==> src/rtl/sram_macro_ctrl.sv <==
// Valid/ready front end for a single-port synchronous SRAM macro with one-cycle read latency.
// Define SRAM_MACRO_CTRL_INIT_EN to zero-fill the macro after reset and expose init_done.
module sram_macro_ctrl #(
    parameter int unsigned DATA_W = 64,
    parameter int unsigned DEPTH  = 256,
    parameter int unsigned ADDR_W = 8
) (
    input  logic              clock,
    input  logic              reset_n,
    input  logic              req_valid,
    output logic              req_ready,
    input  logic              req_write,
    input  logic [ADDR_W-1:0] req_addr,
    input  logic [DATA_W-1:0] req_wdata,
    output logic              resp_valid,
    input  logic              resp_ready,
    output logic [DATA_W-1:0] resp_rdata,
`ifdef SRAM_MACRO_CTRL_INIT_EN
    output logic              init_done,
`endif
    output logic              sram_CEB,
    output logic              sram_WEB,
    output logic [ADDR_W-1:0] sram_A,
    output logic [DATA_W-1:0] sram_D,
    input  logic [DATA_W-1:0] sram_Q
);

    logic              run;
    logic              accept;
    logic              rd_accept;
    logic              pending_q;
    logic [1:0]        occ;
    logic [1:0]        fifo_count_q, fifo_count_d;
    logic              rd_ptr_q, wr_ptr_q;
    logic [DATA_W-1:0] fifo_mem_q [2];
    logic              fifo_empty;
    logic              bypass;
    logic              push, pop;

`ifdef SRAM_MACRO_CTRL_INIT_EN
    typedef enum logic [1:0] {StIdle, StInit, StRun} state_e;
    state_e            state_q, state_d;
    logic [ADDR_W-1:0] init_addr_q, init_addr_d;

    always_ff @(posedge clock or negedge reset_n) begin
        if (!reset_n) begin
            state_q     <= StIdle;
            init_addr_q <= '0;
        end else begin
            state_q     <= state_d;
            init_addr_q <= init_addr_d;
        end
    end

    always_comb begin
        state_d     = state_q;
        init_addr_d = init_addr_q;
        unique case (state_q)
            StIdle: state_d = StInit;
            StInit: begin
                if (init_addr_q == ADDR_W'(DEPTH - 1)) begin
                    init_addr_d = '0;
                    state_d     = StRun;
                end else begin
                    init_addr_d = init_addr_q + 1'b1;
                end
            end
            StRun:   state_d = StRun;
            default: state_d = StIdle;
        endcase
    end

    assign run       = (state_q == StRun);
    assign init_done = run;
`else
    assign run = 1'b1;
`endif

    // Reads need a slot in pending+FIFO; a response popped this cycle frees nothing yet.
    assign occ        = {1'b0, pending_q} + fifo_count_q;
    assign req_ready  = reset_n & run & (req_write | (occ < 2'd2));
    assign accept     = req_valid & req_ready;
    assign rd_accept  = accept & ~req_write;

    always_comb begin
        sram_CEB = ~accept;
        sram_WEB = ~(accept & req_write);
        sram_A   = req_addr;
        sram_D   = req_wdata;
`ifdef SRAM_MACRO_CTRL_INIT_EN
        if (state_q == StInit) begin
            sram_CEB = 1'b0;
            sram_WEB = 1'b0;
            sram_A   = init_addr_q;
            sram_D   = '0;
        end
`endif
    end

    assign fifo_empty = (fifo_count_q == 2'd0);
    assign bypass     = pending_q & fifo_empty;
    assign resp_valid = bypass | ~fifo_empty;
    assign pop        = ~fifo_empty & resp_ready;
    assign push       = pending_q & ~(bypass & resp_ready);

    // sram_Q is only observed while pending_q marks its one valid cycle.
    always_comb begin
        resp_rdata = '0;
        if (bypass) begin
            resp_rdata = sram_Q;
        end else if (!fifo_empty) begin
            resp_rdata = fifo_mem_q[rd_ptr_q];
        end
    end

    assign fifo_count_d = fifo_count_q + 2'(push) - 2'(pop);

    always_ff @(posedge clock or negedge reset_n) begin
        if (!reset_n) begin
            pending_q    <= 1'b0;
            fifo_count_q <= 2'd0;
            rd_ptr_q     <= 1'b0;
            wr_ptr_q     <= 1'b0;
        end else begin
            pending_q    <= rd_accept;
            fifo_count_q <= fifo_count_d;
            if (push) wr_ptr_q <= ~wr_ptr_q;
            if (pop)  rd_ptr_q <= ~rd_ptr_q;
        end
    end

    always_ff @(posedge clock) begin
        if (push) fifo_mem_q[wr_ptr_q] <= sram_Q;
    end

`ifndef SYNTHESIS
    always_ff @(posedge clock) begin
        if (reset_n) begin
            assert (fifo_count_q != 2'd3 && !(push && fifo_count_q == 2'd2))
            else $error("sram_macro_ctrl: response FIFO overflow (count=%0d push=%0b)",
                        fifo_count_q, push);
        end
    end
`endif

endmodule

==> config.mk <==
export PLATFORM = sky130hd
export DESIGN_NAME = sram_macro_ctrl
export DESIGN_NICKNAME = d
export VERILOG_FILES = /design/src/rtl/sram_macro_ctrl.sv
export SDC_FILE = /design/constraint.sdc
export NUM_CORES = 1
export LEC_CHECK = 0
export ABC_AREA = 1
export CORE_ASPECT_RATIO = 1.5
export CORE_MARGIN = 4
export CORE_UTILIZATION = 45
export DETAILED_ROUTE_END_ITERATION = 16
export PLACE_DENSITY_LB_ADDON = 0.1
export REMOVE_ABC_BUFFERS = 1
export SLEW_MARGIN = 20
export SYNTH_ARGS = -nofsm -noshare
export SYNTH_HDL_FRONTEND = slang
export SYNTH_SLANG_ARGS = --single-unit
==> constraint.sdc <==
create_clock -name clock -period 7.5 [get_ports clock]
set_input_delay 2.25 -clock clock [delete_from_list [all_inputs] [get_ports clock]]
set_output_delay 2.25 -clock clock [all_outputs]
set_load 0.02 [all_outputs]
==> key figures <==
STA
  • Final setup viols: 0
  • Post-layout min period: approximately 6.0 ns
  • Final Hold Vio Count: 0
  • Setup WS post-layout: 1.53 ns
  • Worst Tran Pin Value: around 0.86 ns
  • RSZ-0062 raised after global routing: false
  • Max-slew violations: 0
  • Sum Neg Setup Slack: 0 ns
  • Final period util: 0.796
  • Slew headroom: 0.422
  • Achievable Freq: 167 MHz
  • Clock Skews: about 0.0055 ns

Critical path
  • Critical Path, Cell by Cell: clkdlybuf4s50_1 > nand2_1 > inv_1 > clkdlybuf4s50_1
  • CP top delay family: buffers and inverters
  • Cell mode on critical path: clkdlybuf4s50_1
  • Worst Path Buf+Inv: 3
  • Slowest-stage cell, CP: clkdlybuf4s50_1
  • Critical Path RT: 5.25 ns
  • CP endpoint kind: output port
  • CP arrival: ~3.7 ns
  • Crit-path max FO: 9
  • Kind of critical path: in -> out
  • Largest stage delay, worst path: 0.70 ns
  • Crit path launch type: input port

Flow run
  • Max-Cap Viols: 0

Final layout
  • Cell area after layout: 0.00758 mm2
  • Share of layout cells above drive strength 1: 0.0746
  • Commonest non-fill, non-tap cells in the layout: clkdlybuf4s50_1 (136), edfxtp_1 (128), nand3_1 (70)
  • Final Net Count: approximately 730
  • Area growth from synthesis to layout: 23.4%
  • Fillers: roughly 1200
  • Ant. Diodes: 0
  • Commonest non-fill, non-tap cell in the layout: clkdlybuf4s50_1

Global route
  • Global-route usage over all layers: 0.273
  • Pin count of the biggest net entering global routing: 66
  • Antenna violations before repair: 0
  • Global-route wire length before repair: 29.7 mm
  • GRT overflow: 0
  • Vias in the first global route: around 4200

Yosys
  • Cell count after synthesis: 536
  • #FFs+latches synth: around 130
  • Yosys warns: 0
  • Sequential area share after synthesis: 0.646
  • Netlist cell types: 21
  • Synth Cell Area: 0.00614 mm2
  • Mapped Avg Cell Area: between 10 and 15 um2

Placement
  • RePlAce Congestion: slightly below 0.9
  • Placed Area: 0.00699 mm2
  • DP Wirelength: 15.0 mm
  • Port bufs: around 140
  • DP Worst Slack: ~1.5 ns

Routing
  • Initial DRC Count: around 320
  • DRT Pass-1 Iters: 5
  • Vias per std cell: ~5.7
  • DRC violations left: 0
  • Total routed wirelength: about 22 mm
  • Vias: approximately 4400
  • Antenna Nets Post-Route: 0
  • Post-DR wirelength/cell: approximately 28 um

Floorplanning
  • Vert. Die Dim: 151 um
  • DIE WIDTH: slightly above 100 um
  • Die Area: around 0.016 mm2
  • Initial Utilization: 0.456
  • Core box area: ~0.013 mm2
  • FP Rows: 52
  • Top Ports: between 200 and 300

Power and ir drop
  • Leakage Power: approximately 0.0025 uW
  • Pwr/cell area: 409 mW/mm2
  • Worst VDD drop: between 0.0002 and 0.00025 V

Clock tree
  • Root Buffer: clkbuf_16
  • # H-tree levels: 4
  • Post-CTS setup buffer count: 0
  • Total clock sinks: between 100 and 150
  • Max Root-Sink Buffers: 2
  • Worst skew pair latency: 0.40 ns
  • Total CTS buffers: 17
  • CTS tree: done
  • Post-CTS sizing: 0
  • Hold Buf Count CTS: 0
  • Clock transition at path regs: ~0.05 ns

Run status
  • Outcome: finished clean

Worst hold path
  • Worst hold path class: reg -> reg
## flip-flops by register name, indices dropped and copies added, names as in the netlist
name          cells
fifo_count_q      2
wr_ptr_q          1
fifo_mem_q      128
rd_ptr_q          1
pending_q         1
## worst min-delay path: stages (launching register included)
cell,delay [ns]
dfrtp_1,0.34
nand2_1,0.05
nand2_1,0.05
## per-stage QoR
stage	hold slack [ns]	util	total power (uW)	cells
after global routing	0.501	0.563	3250	765
final	0.475	0.563	3100	765
after CTS	0.483	0.563	3120	765
after detailed placement	0.472	0.519	2290	733
after floorplan	0.442	-	1610	430
after global placement	0.459	0.519	2290	733
## cell usage after synthesis (all sizes together)
cell / count / area share
buf: 99 / 0.12
nor2: 67 / 0.043
xor2: 1 / 0.0014
nand2: 16 / 0.012
dfrtp: 5 / 0.020
clkbuf: 7 / 0.0053
inv: 12 / 0.0077
nand3: 70 / 0.057
o21ai: 129 / 0.11
ha: 1 / 0.0020
edfxtp: 128 / 0.63
nand4: 1 / 0.0010
## metal layers
metal / GRT usage / part of all wire / vias up
met2: 0.419 / 0.48 / 322
met3: 0.234 / 0.19 / 18
met4: 0.0810 / 0.020 / 2
met5: 0.0385 / 0.0023 / -
li1: - / - / 1948
met1: 0.270 / 0.31 / 2083
## layout make-up
class / instances / area, um2 / share of cell area
inverters: 12 / 47.5 / 0.00627
repair buffers: 141 / 1400 / 0.184
flip-flops and latches: 133 / 3970 / 0.524
well taps: 162 / 203 / 0.0267
multi-input cells: 285 / 1370 / 0.181
clock buffers: 17 / 425 / 0.0561
clock inverters: 15 / 163 / 0.0215
## power breakdown
part           switching [uW]  leakage, uW  internal (uW)  total (uW)
sequential               26.1      0.00121            868         894
clock                     307     0.000284            518         825
combinational             840      0.00102            538        1380
## worst paths after layout
check | startpoint | end | slack (ns) | cells past startpoint
max | reset_n | req_ready | 1.53 | 4
min | wr_ptr_q$_DFFE_PN0P_ | wr_ptr_q$_DFFE_PN0P_ | 0.48 | 2
max reg2reg | fifo_count_q[0]$_DFF_PN0_ | fifo_mem_q[1][42]$_DFFE_PP_ | 4.53 | 6
min reg2reg | wr_ptr_q$_DFFE_PN0P_ | wr_ptr_q$_DFFE_PN0P_ | 0.48 | 2
max in group asynchronous | reset_n | rd_ptr_q$_DFFE_PN0P_ | 5.06 | 1
min in group asynchronous | reset_n | fifo_count_q[0]$_DFF_PN0_ | 2.14 | 1
## kinds of logic after synthesis
logic type,Yosys count,share of synthesized area
AND/OR/NAND/NOR,154,0.114
flip-flops,133,0.646
adder cells (fa/ha/maj),1,0.00204
AO/OA/AOI/OAI,129,0.105
buffers and inverters,118,0.132
XOR/XNOR,1,0.00143
Power figures use the tool's default switching activity.
